### src/rtl/axil_crossbar_pkg.sv
// rtl/axil_crossbar_pkg.sv - shared response codes and decode helpers for the crossbar return path
// Purpose: AXI-Lite response codes and one-hot to index conversion.
package axil_crossbar_pkg;

    localparam logic [1:0] RESP_OKAY   = 2'b00;
    localparam logic [1:0] RESP_EXOKAY = 2'b01;
    localparam logic [1:0] RESP_SLVERR = 2'b10;
    localparam logic [1:0] RESP_DECERR = 2'b11;

    localparam int unsigned DEC_MAX_W = 64;

    // Lowest set bit below ns wins; anything else (only bit ns set, or all zero) maps to ns.
    function automatic int unsigned onehot_to_index(input logic [DEC_MAX_W-1:0] dec,
                                                    input int unsigned ns);
        int unsigned idx;
        logic        found;
        idx   = ns;
        found = 1'b0;
        for (int unsigned i = 0; i < DEC_MAX_W; i++) begin
            if (!found && (i < ns) && dec[i]) begin
                idx   = i;
                found = 1'b1;
            end
        end
        return idx;
    endfunction

endpackage

### src/rtl/decode_order_fifo.sv
// rtl/decode_order_fifo.sv - in-order queue of encoded slave indices
// Purpose: stores one encoded decode index per accepted request, head read combinationally.
// Ports: clock, reset (async active-low), push_i/push_idx_i, pop_i, head_idx_o,
//        count_o (occupancy), full_o, empty_o.
module decode_order_fifo
    import axil_crossbar_pkg::*;
#(
    parameter int IW    = 4,
    parameter int DEPTH = 4,
    localparam int CW   = $clog2(DEPTH + 1),
    localparam int PW   = $clog2(DEPTH)
) (
    input  logic          clock,
    input  logic          reset,
    input  logic          push_i,
    input  logic [IW-1:0] push_idx_i,
    input  logic          pop_i,
    output logic [IW-1:0] head_idx_o,
    output logic [CW-1:0] count_o,
    output logic          full_o,
    output logic          empty_o
);

    logic [IW-1:0] mem_q [DEPTH];
    logic [PW-1:0] wr_ptr_q, wr_ptr_d;
    logic [PW-1:0] rd_ptr_q, rd_ptr_d;
    logic [CW-1:0] count_q, count_d;
    logic          do_push;
    logic          do_pop;

    assign full_o     = (count_q == CW'(DEPTH));
    assign empty_o    = (count_q == '0);
    assign count_o    = count_q;
    assign head_idx_o = mem_q[rd_ptr_q];

    assign do_push = push_i && !full_o;
    assign do_pop  = pop_i && !empty_o;

    // DEPTH is a power of two, so pointer overflow is the modulo wrap.
    always_comb begin
        wr_ptr_d = wr_ptr_q;
        rd_ptr_d = rd_ptr_q;
        count_d  = count_q;
        if (do_push) begin
            wr_ptr_d = wr_ptr_q + PW'(1);
        end
        if (do_pop) begin
            rd_ptr_d = rd_ptr_q + PW'(1);
        end
        if (do_push && !do_pop) begin
            count_d = count_q + CW'(1);
        end else if (do_pop && !do_push) begin
            count_d = count_q - CW'(1);
        end
    end

    always_ff @(posedge clock or negedge reset) begin
        if (!reset) begin
            wr_ptr_q <= '0;
            rd_ptr_q <= '0;
            count_q  <= '0;
        end else begin
            wr_ptr_q <= wr_ptr_d;
            rd_ptr_q <= rd_ptr_d;
            count_q  <= count_d;
        end
    end

    // Entry contents need no reset: an empty queue never exposes them.
    always_ff @(posedge clock) begin
        if (do_push) begin
            mem_q[wr_ptr_q] <= push_idx_i;
        end
    end

endmodule

### src/rtl/response_collector.sv
// rtl/response_collector.sv - in-order return-path steering for the crossbar
// Purpose: queues the decode of every accepted request and returns slave responses
//          to the master in request order; unmapped requests get a local DECERR.
// Ports: clock, reset (async active-low); i_valid/i_decode/o_stall (request side);
//        s_resp_valid/s_resp_ready/s_resp_data/s_resp_code (per slave);
//        m_valid/m_ready/m_data/m_resp (master side, registered).
module response_collector
    import axil_crossbar_pkg::*;
#(
    parameter int NS              = 8,
    parameter int DW              = 32,
    parameter int MAX_OUTSTANDING = 4
) (
    input  logic             clock,
    input  logic             reset,
    input  logic             i_valid,
    output logic             o_stall,
    input  logic [NS:0]      i_decode,
    input  logic [NS-1:0]    s_resp_valid,
    output logic [NS-1:0]    s_resp_ready,
    input  logic [NS*DW-1:0] s_resp_data,
    input  logic [2*NS-1:0]  s_resp_code,
    output logic             m_valid,
    input  logic             m_ready,
    output logic [DW-1:0]    m_data,
    output logic [1:0]       m_resp
);

    localparam int IW = $clog2(NS + 1);
    localparam int CW = $clog2(MAX_OUTSTANDING + 1);

    logic [IW-1:0] push_idx;
    logic [IW-1:0] head_idx;
    logic [CW-1:0] fifo_count;
    logic          fifo_full;
    logic          fifo_empty;
    logic          pop;
    logic          out_free;
    logic [NS-1:0] ready_v;
    logic [DW-1:0] ld_data;
    logic [1:0]    ld_resp;

    logic          m_valid_q, m_valid_d;
    logic [DW-1:0] m_data_q, m_data_d;
    logic [1:0]    m_resp_q, m_resp_d;

    assign push_idx = IW'(onehot_to_index(DEC_MAX_W'(i_decode), NS));

    decode_order_fifo #(
        .IW    (IW),
        .DEPTH (MAX_OUTSTANDING)
    ) u_order_fifo (
        .clock      (clock),
        .reset      (reset),
        .push_i     (i_valid && !fifo_full),
        .push_idx_i (push_idx),
        .pop_i      (pop),
        .head_idx_o (head_idx),
        .count_o    (fifo_count),
        .full_o     (fifo_full),
        .empty_o    (fifo_empty)
    );

    // Stall comes from the registered count alone, so a same-cycle pop cannot release it.
    assign o_stall = (fifo_count == CW'(MAX_OUTSTANDING));

    assign out_free = !m_valid_q || m_ready;

    always_comb begin
        ready_v = '0;
        pop     = 1'b0;
        ld_data = '0;
        ld_resp = RESP_OKAY;
        if (!fifo_empty) begin
            if (head_idx == IW'(NS)) begin
                if (out_free) begin
                    pop     = 1'b1;
                    ld_resp = RESP_DECERR;
                end
            end else begin
                for (int k = 0; k < NS; k++) begin
                    if (head_idx == IW'(k)) begin
                        ready_v[k] = out_free;
                        if (out_free && s_resp_valid[k]) begin
                            pop     = 1'b1;
                            ld_data = s_resp_data[k*DW +: DW];
                            ld_resp = s_resp_code[2*k +: 2];
                        end
                    end
                end
            end
        end
    end

    assign s_resp_ready = ready_v;

    always_comb begin
        m_valid_d = m_valid_q;
        m_data_d  = m_data_q;
        m_resp_d  = m_resp_q;
        if (pop) begin
            m_valid_d = 1'b1;
            m_data_d  = ld_data;
            m_resp_d  = ld_resp;
        end else if (m_ready) begin
            m_valid_d = 1'b0;
        end
    end

    always_ff @(posedge clock or negedge reset) begin
        if (!reset) begin
            m_valid_q <= 1'b0;
            m_data_q  <= '0;
            m_resp_q  <= RESP_OKAY;
        end else begin
            m_valid_q <= m_valid_d;
            m_data_q  <= m_data_d;
            m_resp_q  <= m_resp_d;
        end
    end

    assign m_valid = m_valid_q;
    assign m_data  = m_data_q;
    assign m_resp  = m_resp_q;

endmodule
### config.mk
export PLATFORM = sky130hd
export DESIGN_NAME = response_collector
export DESIGN_NICKNAME = d
export VERILOG_FILES = /design/src/rtl/axil_crossbar_pkg.sv /design/src/rtl/decode_order_fifo.sv /design/src/rtl/response_collector.sv
export SDC_FILE = /design/constraint.sdc
export NUM_CORES = 1
export LEC_CHECK = 0
export ABC_AREA = 1
export BUFFER_PORTS_ARGS = -buffer_cell sky130_fd_sc_hd__buf_2
export CELL_PAD_IN_SITES_DETAIL_PLACEMENT = 0
export CELL_PAD_IN_SITES_GLOBAL_PLACEMENT = 1
export CORE_MARGIN = 2
export CORE_UTILIZATION = 30
export DETAILED_ROUTE_END_ITERATION = 8
export PLACE_DENSITY = 0.95
export SKIP_LAST_GASP = 1
export SYNTH_ARGS = -nofsm -noshare
export SYNTH_HDL_FRONTEND = slang
export SYNTH_SLANG_ARGS = --single-unit
export TNS_END_PERCENT = 1
### constraint.sdc
create_clock -name clock -period 3.6 [get_ports clock]
set_input_delay 0 -clock clock [delete_from_list [all_inputs] [get_ports clock]]
set_output_delay 0 -clock clock [all_outputs]
set_load 0.02 [all_outputs]
# Word level (Yosys, flattened, before mapping)
# Memories as Yosys holds them, arrays and structs flattened.
# Cells that the tools add are included.
dict set report classes {
  n_addsub 4
  eq_ne 9
  muxes 99
  n_reduce_logical 37
}
# cell count
set op_table {}
lappend op_table {{$mux 32} 22}
lappend op_table {{$mux 2} 23}
lappend op_table {{$mux 1} 42}
lappend op_table {{$mux 4} 8}
lappend op_table {{$logic_and 1x1->1} 20}
lappend op_table {{$eq 4x3->1 const B} 4}
lappend op_table {{$mux 8} 2}
lappend op_table {{$logic_not 1->1} 12}
lappend op_table {{$eq 4x2->1 const B} 2}
lappend op_table {{$mux 3} 2}
lappend op_table {{$add 2x1->2 const B} 2}
lappend op_table {{$eq 4x1->1 const B} 1}
lappend op_table {{$eq 4x4->1 const B} 1}
lappend op_table {{$logic_not 4->1} 1}
lappend op_table {{$reduce_bool 2->1} 2}
lappend op_table {{$add 3x1->3 const B} 1}
lappend op_table {{$eq 3x3->1 const B} 1}
lappend op_table {{$logic_not 3->1} 1}
lappend op_table {{$sub 3x1->3 const B} 1}
lappend op_table {{$logic_or 1x1->1} 1}
dict set report word_totals {
  register_bits 42
  ram_bits 16
  inputBits 293
  output_inout_bits 44
  word_cells 156
  memories 1
}
# memory words word_bits rd rd_ports_with_merged_regs wr line_no
set mem_list {}
lappend mem_list {u_order_fifo.mem_q 4 4 1 0 1 decode_order_fifo.sv:24} ;# logic [IW-1:0] mem_q [DEPTH];

# Depth between registers and ports, before layout
dict set report depth {
  ltp_word 29
  ltp_mapped 21
  depth_no_buf 18
}

# Cells and area by module
# From an unflattened synthesis, not the netlist that was laid out.
dict set report hier_totals {
  hier_cells 1121
  area_unflattened_um2 6262.3
}
# module instances cells_per_inst area_each_um2 seq_area_each_um2
set by_module_without_submodules {}
lappend by_module_without_submodules {response_collector 1 1014 5173.7 875.8}
lappend by_module_without_submodules {decode_order_fifo 1 107 1088.5 655.6}

# Worst setup path before layout
# No wires, ideal clock.
dict set report synth_path {
  kind {reg2reg}
  startpoint {register m_valid_q, in the netlist m_valid}
  endpoint {register u_order_fifo.count_q[2], in the netlist u_order_fifo.count_o[2]}
  setup_time_ns 0.131
  arrival_ns 2.640
  required_ns 3.469
  slack_ns 0.829
  stages_incl_launch_ff 18
  path_buffers 2
  synth_period_minus_slack_ns 2.771
  path_cell_list {dfrtp_1 > inv_1 > nor2_4 > inv_1 > nand2_1 > nand3b_4 > buf_6 > o21ai_1 > nor2_2 > nand2_4 > nand2_4 > buf_4 > ha_1 > inv_1 > fa_1 > a21oi_1 > o21ai_0 > xor2_1}
}
dict set report synth_via {
  elab_chain_cells 29
  word_cells_on_any_way 39
  classes_between {mux (24); reduce/logical (15)}
}
# item line_no
set synth_rtl {}
lappend synth_rtl {{start: declaration} response_collector.sv:43} ;# logic m_valid_q, m_valid_d;
lappend synth_rtl {{start signal: assignment} response_collector.sv:116} ;# m_valid_q <= m_valid_d;
lappend synth_rtl {{$logic_not 1->1 *} response_collector.sv:67} ;# assign out_free = !m_valid_q || m_ready;
lappend synth_rtl {{$logic_or 1x1->1 *} response_collector.sv:67}
lappend synth_rtl {{$logic_and 1x1->1} response_collector.sv:84} ;# if (out_free && s_resp_valid[k]) begin
lappend synth_rtl {{$mux 1} response_collector.sv:84}
lappend synth_rtl {{$mux 1} response_collector.sv:82} ;# if (head_idx == IW'(k)) begin
lappend synth_rtl {{$mux 1} response_collector.sv:84}
lappend synth_rtl {{$mux 1} response_collector.sv:82}
lappend synth_rtl {{$mux 1} response_collector.sv:84}
lappend synth_rtl {{[... 13 more ...]} n/a}
lappend synth_rtl {{$mux 1} response_collector.sv:84}
lappend synth_rtl {{$mux 1} response_collector.sv:82}
lappend synth_rtl {{$mux 1 *} response_collector.sv:75} ;# if (head_idx == IW'(NS)) begin
lappend synth_rtl {{$mux 1 *} response_collector.sv:74} ;# if (!fifo_empty) begin
lappend synth_rtl {{$logic_and 1x1->1 *} decode_order_fifo.sv:37} ;# assign do_pop = pop_i && !empty_o;
lappend synth_rtl {{$logic_not 1->1} decode_order_fifo.sv:50} ;# if (do_push && !do_pop) begin
lappend synth_rtl {{$logic_and 1x1->1} decode_order_fifo.sv:50}
lappend synth_rtl {{$mux 3 or $reduce_bool 2->1 (tied branches)} n/a}
lappend synth_rtl {{end signal: assignment} decode_order_fifo.sv:65} ;# count_q <= count_d;
lappend synth_rtl {{end: declaration} decode_order_fifo.sv:27} ;# logic [CW-1:0] count_q, count_d;
# Mark *: on every way between the ends. The rest lies on a longest branch, timed or not. The select of a mux whose other input is x is not followed.
# A chain may end at the register's enable or synchronous reset.

# Final worst setup path
dict set report layout_path {
  startpoint {register u_order_fifo.rd_ptr_q[0]}
  endpoint {register u_order_fifo.count_q[1], in the netlist u_order_fifo.count_o[1]}
}
dict set report layout_via {
  elab_chain_cells 27
  word_cells_on_any_way 37
  classes_between {eq/ne (8); mux (22); reduce/logical (6); memory (1)}
}
# item line_no
set layout_rtl {}
lappend layout_rtl {{start: declaration} decode_order_fifo.sv:26} ;# logic [PW-1:0] rd_ptr_q, rd_ptr_d;
lappend layout_rtl {{start signal: assignment} decode_order_fifo.sv:64} ;# rd_ptr_q <= rd_ptr_d;
lappend layout_rtl {{$mem_v2 4x4 *} n/a}
lappend layout_rtl {{$logic_not 4->1} response_collector.sv:82}
lappend layout_rtl {{$mux 1} response_collector.sv:82}
lappend layout_rtl {{$mux 1} response_collector.sv:84}
lappend layout_rtl {{$mux 1} response_collector.sv:82}
lappend layout_rtl {{$mux 1} response_collector.sv:84}
lappend layout_rtl {{$mux 1} response_collector.sv:82}
lappend layout_rtl {{$mux 1 (2 in a row)} n/a}
lappend layout_rtl {{[... 11 more ...]} n/a}
lappend layout_rtl {{$mux 1} response_collector.sv:82}
lappend layout_rtl {{$mux 1 *} response_collector.sv:75}
lappend layout_rtl {{$mux 1 *} response_collector.sv:74}
lappend layout_rtl {{$logic_and 1x1->1 *} decode_order_fifo.sv:37}
lappend layout_rtl {{$logic_not 1->1 *} decode_order_fifo.sv:50}
lappend layout_rtl {{$logic_and 1x1->1 *} decode_order_fifo.sv:50}
lappend layout_rtl {{$mux 3 *} decode_order_fifo.sv:50}
lappend layout_rtl {{via u_order_fifo.count_d[1]} decode_order_fifo.sv:27}
# Mark *: on every way through the listed nets, which the timed path passes. The rest lies on a longest branch. The select of a mux whose other input is x is not followed.

==> impl_metrics.ini <==
[finish]
area_growth_pct = 37.22
layout.nets = 1827
multi_input_area_um2 = 3662
fill_cells = 2382
regArea_um2 = 1531
drive_above_1_share_pct = 26.55
fin_util_pct = 41.65

[sta]
worst_pin_slew_ns = 0.9898
hold_viol_final = 0
final-setup-viol-count = 0
fin_worst_skew_ns = 0.004590
clock.fmax_mhz = 339.3
setup_tns_ns = 0
min_period_over_period_pct = 81.86
drv_slew = 0
fin_crit_ns = 2.947
finalWorstSetupSlack_ns = 0.6532
relSlewSlack_pct = 34.01
grt_setup_unrepaired = no

[drt]
dr_total_vias = 8071
wl_per_cell_um = 13.85
drt_wl_total_mm = 25.17
ant_nets = 0
dr.pass1.iters = 4
remaining_drc_errors = 0
via_per_inst = 4.442
drt_iter0_drc = 487

[grt]
top_usage_layer = met2
grt_overflow = 0
antenna_found_initial = 5
grtUsageTotal_pct = 20.70
grt_max_degree = 69
grtUsageMet3_pct = 2.339
grt_use_met1_pct = 29.33
first_global_vias = 7196
grt_first_pass_wirelength_mm = 38.30
use_met2_pct = 33.25

[critical_path]
cp-start-kind = flop
cp-end-kind = flop
critPathArrivalTime_ns = 3.16
worstPathMaxFanout = 12
crit_type = reg -> reg
worstPathRequired_ns = 3.81

[clock_tree]
cts_setup_buffers = 0
cts-hold-fix-buffers = 29
clk_latency_ns = 0.33
root_buffer = clkbuf_16
tritoncts = done
cts_inserted_buffers = 9
cts.clk_slew.worst_paths_ns = 0.05
htreeDepth = 3
clock-sinks = 58
cts_resized = 0
clock_path_buffers = 2

[logic_synthesis]
synth_cell_types = 37
ys_ff_latch = 58
syn-cell-area_um2 = 6563
ys_warn_count = 0
synth-seq-area-share_pct = 23.34
synth_top_area_share_pct = 25.05
syn_nets = 1498
yosys.area.top_type = nand2_1
syn_inst = 1199
synth.area.top_cells = nand2_1 25%, dfrtp_1 16%, inv_1 16%
syn_avg_cell_area_um2 = 5.473

[worst_hold_path]
hp-class = in -> reg

[placement]
hpwl_mm = 19.45
post-place-ws_ns = 0.6691
place_congestion = 0.9735
io_buffers = 335

[floorplanning]
boundaryPins = 337
rows = 54
core_um2 = 21620
die_h_um = 151.9
die_area_um2 = 23070
start_util_pct = 30.35
die_w_um = 151.9

[job]
maxCapViolCount = 0

[power]
power_density_nw_per_um2 = 690.1
leakagePower_nw = 5.514
irDropWorstVdd_mv = 0.4930

[outcome]
outcome = finished, final reports clean
## flip-flops by register name, summed over array words and instances, names as in the netlist
register               flops
m_data                    32
m_resp                     2
u_order_fifo.mem_q        16
u_order_fifo.rd_ptr_q      2
u_order_fifo.count_o       3
u_order_fifo.wr_ptr_q      2
m_valid                    1
## path summary, 6_finish.rpt
kind / start / endpoint / slack [ns] / cells after the start
setup / recovery: u_order_fifo.rd_ptr_q[0] / u_order_fifo.count_o[1] / 0.65 / 14
hold / removal: s_resp_data[254] / m_data[30] / 0.009 / 5
setup reg to reg: u_order_fifo.rd_ptr_q[0] / u_order_fifo.count_o[1] / 0.65 / 14
hold reg to reg: m_data[11] / m_data[11] / 0.48 / 2
max in group asynchronous: reset / u_order_fifo.rd_ptr_q[0] / 2.60 / 2
min in group asynchronous: reset / m_data[3] / 0.38 / 2
## power breakdown
part           total [W]  internal (W)  switching (W)
combinational    0.00411       0.00130        0.00281
sequential       0.00113      0.000972       0.000161
clock           0.000971      0.000672       0.000299
total            0.00621       0.00295        0.00327
## layout make-up
type	count	share of cell area [%]
flip-flops and latches	58	17.01
clock inverters	6	1.181
diodes	4	0.1112
inverters	278	11.59
clock buffers	10	2.543
well taps	280	3.891
multi-input cells	803	40.67
repair buffers	378	23.01
## worst max-delay path, cell delays in order (launching register included)
cell and delay [ns]:
dfrtp_1 0.51, inv_2 0.22, nand2_1 0.09, nand3_1 0.09
nand2_2 0.10, nor2_1 0.28, nand2_1 0.17, o21ai_1 0.17
nor2_2 0.07, nand2_4 0.10, nand2_4 0.05, ha_1 0.20
inv_1 0.09, fa_1 0.42, mux2_2 0.26
## cells in the final DEF, fill, tap and decap left out, types with 16 or more instances in the layout
master           n
nand2_1        438
nand3_1        111
dfrtp_1         42
o21ai_1         48
nor2_1          58
inv_1          272
o21ai_0         60
buf_2          335
dlygate4sd3_1   29
edfxtp_1        16
## synth_stat cells, drive strengths merged
library cell    n
nand2         448
inv           278
nand3         115
o21ai         108
nor2           70
dfrtp          42
buf            40
or2            30
clkbuf         20
edfxtp         16
a21oi           7
ha              5
o21bai          4
nor4            3
xor2            3
nor3            2
fa              1
mux2            1
nand3b          1
nand4           1
o211ai          1
o221ai          1
o31ai           1
xnor2           1
## per-stage QoR
stage	area (µm²)	instances	total power, W	hold slack [ns]
6_report	9005	1817	0.006214	0.008555
5_1_grt	9005	1817	0.006809	0.03145
4_1_cts	8995	1813	0.006228	0.004720
3_5_place_dp	8369	1768	0.005205	0.2337
3_3_place_gp	8369	1768	0.005121	0.2141
2_1_floorplan	6563	1199	0.004028	-0.2956
## layer usage
metal  share of wire [%]  vias to the layer above  wire (µm)
li1                    -                     4207          -
met1                  47                     3563      11800
met2                  46                      268      11590
met3                 5.4                       31       1363
met4                 1.6                        2        406
met5               0.044                        -         11
## cells by family after synthesis
logic type	Yosys count	synth area share (%)
buffers and inverters	338	20.90
xor gates and xnor gates	4	0.5339
DFF	58	23.34
adders and majority gates	6	1.258
AOI/OAI and AO/OA	122	9.590
muxes	1	0.1716
and+or+nand+nor	670	44.21
Note: power is estimated with default switching activity, not from simulation.
